File: src/rtl/ir_encoder.sv
// NEC-format IR transmitter: serialises a 32-bit word LSB first as an active-low
// pulse-distance frame. Define IR_CARRIER_EN to modulate marks with a square-wave carrier.
module ir_encoder #(
    parameter int UNIT_CYCLES  = 56,
    parameter int CARRIER_HALF = 7
) (
    input  logic        clk,
    input  logic        reset,
    input  logic        start,
    input  logic [31:0] data_in,
    output logic        ir_out,
    output logic        busy,
    output logic        done
);

    if (UNIT_CYCLES < 2) begin : g_unit_check
        $error("ir_encoder: UNIT_CYCLES must be >= 2");
    end
    if (CARRIER_HALF < 1) begin : g_carrier_check
        $error("ir_encoder: CARRIER_HALF must be >= 1");
    end

    // The longest state (leader mark) sets the width of the shared duration counter.
    localparam int CNT_W = $clog2(16 * UNIT_CYCLES);
    localparam logic [CNT_W-1:0] LOAD_1U  = CNT_W'(UNIT_CYCLES - 1);
    localparam logic [CNT_W-1:0] LOAD_3U  = CNT_W'(3 * UNIT_CYCLES - 1);
    localparam logic [CNT_W-1:0] LOAD_8U  = CNT_W'(8 * UNIT_CYCLES - 1);
    localparam logic [CNT_W-1:0] LOAD_16U = CNT_W'(16 * UNIT_CYCLES - 1);

    typedef enum logic [2:0] {
        IDLE,
        LEAD_MARK,
        LEAD_SPACE,
        BIT_MARK,
        BIT_SPACE,
        STOP_MARK
    } state_t;

    state_t           state_reg, state_next;
    logic [CNT_W-1:0] cnt_reg, cnt_next;
    logic [4:0]       bit_cnt_reg, bit_cnt_next;
    logic [31:0]      shift_reg, shift_next;
    logic             ir_reg, ir_next;
    logic             busy_reg, busy_next;
    logic             done_reg, done_next;
    logic             cnt_zero;
    logic             mark_next;
    logic             state_change;

    assign cnt_zero     = (cnt_reg == '0);
    assign mark_next    = (state_next == LEAD_MARK) || (state_next == BIT_MARK) ||
                          (state_next == STOP_MARK);
    assign state_change = (state_next != state_reg);

    always_comb begin
        state_next   = state_reg;
        cnt_next     = cnt_reg;
        bit_cnt_next = bit_cnt_reg;
        shift_next   = shift_reg;
        busy_next    = busy_reg;
        done_next    = 1'b0;
        unique case (state_reg)
            IDLE: begin
                if (start) begin
                    state_next   = LEAD_MARK;
                    cnt_next     = LOAD_16U;
                    shift_next   = data_in;
                    bit_cnt_next = '0;
                    busy_next    = 1'b1;
                end
            end
            LEAD_MARK: begin
                if (cnt_zero) begin
                    state_next = LEAD_SPACE;
                    cnt_next   = LOAD_8U;
                end else begin
                    cnt_next = cnt_reg - CNT_W'(1);
                end
            end
            LEAD_SPACE: begin
                if (cnt_zero) begin
                    state_next = BIT_MARK;
                    cnt_next   = LOAD_1U;
                end else begin
                    cnt_next = cnt_reg - CNT_W'(1);
                end
            end
            BIT_MARK: begin
                if (cnt_zero) begin
                    state_next = BIT_SPACE;
                    cnt_next   = shift_reg[0] ? LOAD_3U : LOAD_1U;
                end else begin
                    cnt_next = cnt_reg - CNT_W'(1);
                end
            end
            BIT_SPACE: begin
                if (cnt_zero) begin
                    shift_next = {1'b0, shift_reg[31:1]};
                    cnt_next   = LOAD_1U;
                    if (bit_cnt_reg == 5'd31) begin
                        state_next = STOP_MARK;
                    end else begin
                        state_next   = BIT_MARK;
                        bit_cnt_next = bit_cnt_reg + 5'd1;
                    end
                end else begin
                    cnt_next = cnt_reg - CNT_W'(1);
                end
            end
            STOP_MARK: begin
                if (cnt_zero) begin
                    state_next = IDLE;
                    busy_next  = 1'b0;
                    done_next  = 1'b1;
                end else begin
                    cnt_next = cnt_reg - CNT_W'(1);
                end
            end
            default: begin
                state_next = IDLE;
                busy_next  = 1'b0;
            end
        endcase
    end

`ifdef IR_CARRIER_EN
    localparam int CAR_W = $clog2(CARRIER_HALF + 1);
    localparam logic [CAR_W-1:0] CAR_LOAD = CAR_W'(CARRIER_HALF - 1);

    logic [CAR_W-1:0] car_cnt_reg, car_cnt_next;
    logic             car_lvl_reg, car_lvl_next;

    // Phase restarts low on every mark entry; outside marks it stays parked.
    always_comb begin
        car_cnt_next = car_cnt_reg;
        car_lvl_next = car_lvl_reg;
        if (!mark_next || state_change) begin
            car_cnt_next = CAR_LOAD;
            car_lvl_next = 1'b0;
        end else if (car_cnt_reg == '0) begin
            car_cnt_next = CAR_LOAD;
            car_lvl_next = ~car_lvl_reg;
        end else begin
            car_cnt_next = car_cnt_reg - CAR_W'(1);
        end
    end

    always_ff @(posedge clk) begin
        if (reset) begin
            car_cnt_reg <= '0;
            car_lvl_reg <= 1'b0;
        end else begin
            car_cnt_reg <= car_cnt_next;
            car_lvl_reg <= car_lvl_next;
        end
    end

    assign ir_next = mark_next ? car_lvl_next : 1'b1;
`else
    logic unused_change;
    assign unused_change = state_change;
    assign ir_next       = ~mark_next;
`endif

    always_ff @(posedge clk) begin
        if (reset) begin
            state_reg   <= IDLE;
            cnt_reg     <= '0;
            bit_cnt_reg <= '0;
            shift_reg   <= '0;
            ir_reg      <= 1'b1;
            busy_reg    <= 1'b0;
            done_reg    <= 1'b0;
        end else begin
            state_reg   <= state_next;
            cnt_reg     <= cnt_next;
            bit_cnt_reg <= bit_cnt_next;
            shift_reg   <= shift_next;
            ir_reg      <= ir_next;
            busy_reg    <= busy_next;
            done_reg    <= done_next;
        end
    end

    assign ir_out = ir_reg;
    assign busy   = busy_reg;
    assign done   = done_reg;

endmodule

File: config.mk
export PLATFORM = sky130hd
export DESIGN_NAME = ir_encoder
export DESIGN_NICKNAME = d
export VERILOG_FILES = /design/src/rtl/ir_encoder.sv
export SDC_FILE = /design/constraint.sdc
export NUM_CORES = 1
export LEC_CHECK = 0
export BUFFER_PORTS_ARGS = -buffer_cell sky130_fd_sc_hd__clkbuf_2
export CAP_MARGIN = 0
export CORE_ASPECT_RATIO = 1.75
export CORE_MARGIN = 4
export CORE_UTILIZATION = 51
export CTS_CLUSTER_SIZE = 24
export DETAILED_ROUTE_END_ITERATION = 8
export GPL_ROUTABILITY_DRIVEN = 0
export PLACE_DENSITY = 0.79
export SLEW_MARGIN = 20
export SYNTH_ARGS = -nofsm -noshare
export SYNTH_HDL_FRONTEND = slang
export SYNTH_SLANG_ARGS = --single-unit
File: constraint.sdc
create_clock -name clk -period 2.02 [get_ports clk]
set_input_delay 0.202 -clock clk [delete_from_list [all_inputs] [get_ports clk]]
set_output_delay 0.202 -clock clk [all_outputs]
set_load 0.05 [all_outputs]
==> results of run 1 <==
[stage by stage]
step                instances   util
global route              440  0.642
global placement          430  0.607
detailed placement        430  0.607
finish                    440  0.642
floorplan                 335      -
CTS                       438  0.634
[routing by layer]
layer	part of all wire	wire, um
met5	0	0
met4	0.044	311
met3	0.037	263
met2	0.53	3770
met1	0.38	2720
[placed cells by master, fill, tap and decap left out, types with 5 or more instances in the layout]
| master | n |
|---|---|
| dfxtp_1 | 53 |
| clkbuf_2 | 37 |
| clkbuf_8 | 5 |
| nand2_1 | 74 |
| inv_1 | 6 |
| and3_1 | 5 |
| buf_4 | 28 |
| a21oi_1 | 11 |
| nor2_1 | 51 |
| o21ai_0 | 6 |
| nor3_1 | 7 |
| a311oi_1 | 33 |
[final timing paths]
kind	start	end	slack, ns	depth (start not counted)
max	cnt_reg[1]$_SDFFE_PP0P_	cnt_reg[1]$_SDFFE_PP0P_	0.11	7
min	data_in[10]	shift_reg[10]$_SDFFE_PP0P_	0.13	3
max reg2reg	cnt_reg[1]$_SDFFE_PP0P_	cnt_reg[1]$_SDFFE_PP0P_	0.11	7
min reg2reg	shift_reg[24]$_SDFFE_PP0P_	shift_reg[23]$_SDFFE_PP0P_	0.48	2
[tightest hold or removal path, stage by stage]
cell	delay, ns
clkbuf_2	0.08
nand2_1	0.04
a311oi_1	0.07
[logic make-up after synthesis]
family | Yosys count | synth area share
AOI/OAI and AO/OA | 82 | 0.241
xor gates and xnor gates | 4 | 0.0131
buffers and inverters | 31 | 0.0557
and+or+nand+nor | 160 | 0.271
adders and majority gates | 4 | 0.0187
DFF | 53 | 0.397
muxes | 1 | 0.00374
[cell type report]
cell class                 count  area, um2
sequential                    53       1060
clock inverter                 3       65.1
clock buffer                   5       68.8
inverter                       6       22.5
tap                           54       67.6
multi-input combinational    251       1480
timing repair buffer          68        460
fill                         436       1800
[power by group]
group	switching, W	internal [W]	leakage (nW)
logic	0.000444	0.000361	0.819
registers	0.000107	0.00118	0.438
clock network	0.000354	0.000492	0.0681
total	0.000904	0.00203	1.32
[what timing repair did]
action | in CTS | in global routing
endpoints found under the setup margin | 0 | 25
buffers inserted | 0 | 1
resized for setup | 0 | 3
==> out/qor.yml, run 1 <==
placed_cell_area_mm2: 0.00305
viasPerCell: 6.13
timing.hold.ws_ns: 0.132
clkSlewWorstSetupHoldPaths_ns: 0.10
rsz0062_at_grt: "yes"
drc: 0
grt.overflow.total: 0
synth_seq_cells: 53
setup_viol: 0
hpwlAfterDp_um: 4970
synth.most_common_cell: "nand2_1"
yosysTopAreaCellShare: 0.397
vias: 2698
slew_headroom: 0.757
htreeDepth: 2
crit_slowest_cell: "a311o_1"
peakVddDrop_uv: 585
path_delay_family: "simple AND/OR/NAND/NOR gates"
grt_pass1_wl_um: 11500
ys_top_cells_by_area: "dfxtp_1 (40%), a311oi_1 (11%), nand2_1 (10%), nor2_1 (7.3%), a21oi_1 (2.2%)"
grt_max_degree: 54
crit_required_ns: 2.21
synth_common_cells: "nand2_1 (74), dfxtp_1 (53), nor2_1 (52)"
cts_buffer_depth: 2
power_density_mw_per_mm2: 912
min_path_type: "primary input to flip-flop"
postSynthCellCount: 335
drt-total-wl_um: 7060
ys_seq_area_frac: 0.397
die_w_um: 62.7
postRouteAntennaNets: 0
period_needed_ns: 1.91
max_slew.worst_pin.slew_ns: 0.362
cts_tree: "yes"
cap_violations: 0
setup_ws_ns: 0.109
yosysTopAreaCell: "dfxtp_1"
finalSetupTns_ns: 0
clock_latency_ns: 0.30
initial_core_util: 0.533
use_met3: 0.0293
worst-endpoint-arrival_ns: 2.10
area_growth_syn_to_layout_pct: 20.4
synth-main-ff-cell: "dfxtp_1"
use_met1: 0.240
dr.first_iter.drc_count: 215
start_kind: "flip-flop"
core_area_mm2: 0.00502
power.leakage_nw: 1.32
slowest_delay_ns: 0.42
met2_usage: 0.377
wl_per_cell_um: 16.0
synth_edf_count: 0
status: "complete, no violations"
dieArea_mm2: 0.00651
n_antenna_cell: 0
synth-async-reset-ratio: 0
dr.pass1.iters: 4
clock_skew_ns: 0.00502
crit_chain: "inv_1 > ha_1 > nor2b_1 > and3_1 > a311o_1 > nor4_1 > a211oi_1"
num_io_pins: 38
hold_viol: 0
io_buffers: 37
clock.fmax_mhz: 523
largest_reg_flops: 32
fp-row-count: 34
nets: 424
stdcell_area_mm2: 0.00322
antenna_found_initial: 0
worstPathMaxFanout: 4
busiest_layer: "met2"
cts-root-buf: "clkbuf_8"
synth.avg_cell_area_um2: 7.98
end_kind: "flip-flop"
path_buf_inv: 1
slew_viol_final: 0
die_h_um: 104
yosys_warnings: 0
critPathKind: "flip-flop to flip-flop"
drive_above_1_share: 0.231
p_total_w: 0.00294
period_share: 0.946
cts_buffers: 5
track_usage: 0.216
cts.sinks: 53
synth_area_mm2: 0.00267
synth.distinct_cells: 53
dp_worst_setup_slack_ns: 0.100
first_global_vias: 2582
hold_buffers: 0
syn_nets: 374
No activity file was read; power rests on OpenSTA's default activity.
==> run 2, diff against run 1 <==
--- a/config.mk
+++ b/config.mk
@@ -5,15 +5,16 @@
 export SDC_FILE = /design/constraint.sdc
 export NUM_CORES = 1
 export LEC_CHECK = 0
+export ABC_AREA = 1
 export BUFFER_PORTS_ARGS = -buffer_cell sky130_fd_sc_hd__clkbuf_2
 export CAP_MARGIN = 0
 export CORE_ASPECT_RATIO = 1.75
 export CORE_MARGIN = 4
-export CORE_UTILIZATION = 51
+export CORE_UTILIZATION = 52
 export CTS_CLUSTER_SIZE = 24
 export DETAILED_ROUTE_END_ITERATION = 8
 export GPL_ROUTABILITY_DRIVEN = 0
-export PLACE_DENSITY = 0.79
+export PLACE_DENSITY = 0.8
 export SLEW_MARGIN = 20
 export SYNTH_ARGS = -nofsm -noshare
 export SYNTH_HDL_FRONTEND = slang
==> out/qor.yml, run 2 <==
die_w_um: 64  # +2.0%
cap_violations: 0  # unchanged
seq_power_share: 0.483  # +0.045
worstPathMaxFanout: 10  # +6
nets: 485  # +14%
synth_area_mm2: 0.00285  # +6.7%
setup_ws_ns: 0.224  # +0.115 ns
n_antenna_cell: 0  # unchanged
dr.first_iter.drc_count: 107  # -50%
cts_tree: "yes"
syn_nets: 458  # +22%
period_share: 0.889  # -0.0568
crit_required_ns: 2.23  # +0.02 ns
synth_common_cells: "nand2_1 (85), inv_1 (56), dfxtp_1 (53)"
critPathKind: "flip-flop to flip-flop"
cts.sinks: 53  # unchanged
drive_above_1_share: 0.152  # -0.0784
clkPwrFrac: 0.297  # +0.009
grt.overflow.total: 0  # unchanged
dr.pass1.iters: 4  # unchanged
wl_per_cell_um: 11.8  # -27%
dp_worst_setup_slack_ns: 0.140  # +0.0393 ns
crit_slowest_cell: "dfxtp_1"
antenna_found_initial: 0  # unchanged
power_density_mw_per_mm2: 798  # -13%
hold_buffers: 0  # unchanged
status: "complete, no violations"
final_common_cell: "nand2_1"
ys_seq_area_frac: 0.372  # -0.0251
track_usage: 0.185  # -0.0307
mostFrequentLayoutCells: "nand2_1 (85), inv_1 (56), dfxtp_1 (53), o21ai_0 (46), a21oi_1 (43)"
slew_viol_final: 0  # unchanged
power.leakage_nw: 1.48  # +12%
p_comb_frac: 0.221  # -0.053
min_path_type: "primary input to flip-flop"
io_buffers: 37  # unchanged
yosysTopAreaCellShare: 0.372  # -0.0251
initial_core_util: 0.539  # +0.00595
first_global_vias: 2551  # -1.2%
start_kind: "flip-flop"
cts_buffer_depth: 2  # unchanged
cts-root-buf: "clkbuf_8"
grt_pass1_wl_um: 10300  # -11%
core_area_mm2: 0.00530  # +5.6%
slew_headroom: 0.721  # -0.0356
max_slew.worst_pin.slew_ns: 0.417  # +0.0555 ns
cts_buffers: 5  # unchanged
clock.fmax_mhz: 557  # +6.4%
sw_frac_of_total: 0.315  # +0.00704
multiInputGateArea_mm2: 0.00144  # -2.6%
num_io_pins: 38  # unchanged
synth-async-reset-ratio: 0  # unchanged
cts_setup_buffers: 0  # unchanged
finalSetupTns_ns: 0  # unchanged
clock_skew_ns: 0.00566  # +0.000640 ns
slowest_delay_ns: 0.59  # +0.17 ns
crit_path_frequent_cell: "nand3_1"
ys_top_cells_by_area: "dfxtp_1 (37%), nand2_1 (11%), o21ai_0 (8.1%), a21oi_1 (7.5%), inv_1 (7.4%)"
viasPerCell: 5.10  # -17%
synth-main-ff-cell: "dfxtp_1"
worst-endpoint-arrival_ns: 2.01  # -0.09 ns
crit_chain: "nand3_1 > inv_1 > nand3_1 > nand3_2 > inv_2 > o21ai_0 > a21oi_1"
die_h_um: 106  # +2.1%
fp-row-count: 35  # +2.9%
largest_reg_flops: 32  # unchanged
yosysTopAreaCell: "dfxtp_1"
yosys_warnings: 0  # unchanged
synth_edf_count: 0  # unchanged
vias: 2659  # -1.4%
dieArea_mm2: 0.00678  # +4.2%
postSynthCellCount: 419  # +25%
area_growth_syn_to_layout_pct: 10.5
hold_viol: 0  # unchanged
power_switching_w: 0.000793  # -12%
drc: 0  # unchanged
seqCellArea_mm2: 0.00106  # unchanged
synth.most_common_cell: "nand2_1"
postRouteAntennaNets: 0  # unchanged
peakVddDrop_uv: 509  # -13%
hpwlAfterDp_um: 4450  # -10%
htreeDepth: 2  # unchanged
synth.distinct_cells: 34  # -36%
period_needed_ns: 1.80  # -0.115 ns
end_kind: "flip-flop"
rsz0062_at_grt: "no"
synth.avg_cell_area_um2: 6.81  # -15%
p_int_w: 0.00172  # -15%
n_fill_cell: 521  # +19%
synth_seq_cells: 53  # unchanged
grt_max_degree: 66  # +22%
drt-total-wl_um: 6140  # -13%
setup_viol: 0  # unchanged
clkSlewWorstSetupHoldPaths_ns: 0.10  # about the same
clock_latency_ns: 0.32  # +0.02 ns
## run 2: cell count changes after synthesis, moves of 24 or more
cell and delta:
a21oi_1 +31, o21ai_0 +40, nor2_1 -24, o21ai_1 +28
inv_1 +50, a311oi_1 -33
## run 2: stage by stage
| stage | area, um2 | power, W | std cells | hold slack (ns) | utilization |
|---|---|---|---|---|---|
| floorplan | 2850 | 0.00167 | 419 | 0.371 | - |
| global placement | 3030 | 0.00177 | 513 | 0.433 | 0.572 |
| detailed placement | 3030 | 0.00179 | 513 | 0.440 | 0.572 |
| CTS | 3150 | 0.00251 | 521 | 0.180 | 0.594 |
| global route | 3150 | 0.00265 | 521 | 0.230 | 0.595 |
| finish | 3150 | 0.00252 | 521 | 0.184 | 0.595 |
## run 2: kinds of logic after synthesis
family          Yosys count  share of synthesized area
compound gates          128                      0.238
xor+xnor                  6                     0.0184
fa+ha+maj                 4                     0.0175
buf+inv                  81                      0.128
flops                    53                      0.372
simple gates            147                      0.227
## run 2: timing repair
item | 4_1_cts | 5_1_grt
resized for setup | 0 | 1
endpoints found under the setup margin | 0 | 6
hold endpoints to repair | 0 | 0
## run 2: final timing paths
path                                                 from                        end  slack [ns]  depth (start not counted)
worst max-delay path              state_reg[2]$_SDFF_PP0_    cnt_reg[4]$_SDFFE_PP0P_        0.22                          7
worst min-delay path                                start          busy$_SDFFE_PP0P_        0.18                          3
worst max register to register    state_reg[2]$_SDFF_PP0_    cnt_reg[4]$_SDFFE_PP0P_        0.22                          7
worst min register to register  shift_reg[6]$_SDFFE_PP0P_  shift_reg[6]$_SDFFE_PP0P_        0.45                          2
## run 2: area by class of cell
cell class	count	area share
clock buffers	5	0.0218
clock inverters	3	0.0147
inverters	61	0.0726
multi-input cells	285	0.455
flip-flops and latches	53	0.336
well taps	74	0.0294
repair buffers	40	0.0698
## run 2: worst max-delay path, delay by kind of cell, from the launching register on
kind / cells / cell delay, ns
buffers and inverters: 2 / 0.24
and+or+nand+nor: 3 / 0.57
AOI/OAI and AO/OA: 2 / 0.29
DFF: 1 / 0.59
## run 2: layer usage
layer | share of wire | track usage | up-vias
li1 | - | - | 1401
met1 | 0.40 | 0.186 | 1182
met2 | 0.53 | 0.352 | 55
met3 | 0.037 | 0.0254 | 21
met4 | 0.038 | 0.100 | 0
met5 | 0 | 0 | -
## run 2: power groups by stage
stage                     logic (W)  registers [W]  clock network [W]
after floorplan            0.000439        0.00123                  0
after global placement     0.000532        0.00123                  0
after detailed placement   0.000548        0.00124                  0
after CTS                  0.000551        0.00121           0.000748
after global routing       0.000634        0.00123           0.000785
final                      0.000556        0.00121           0.000746
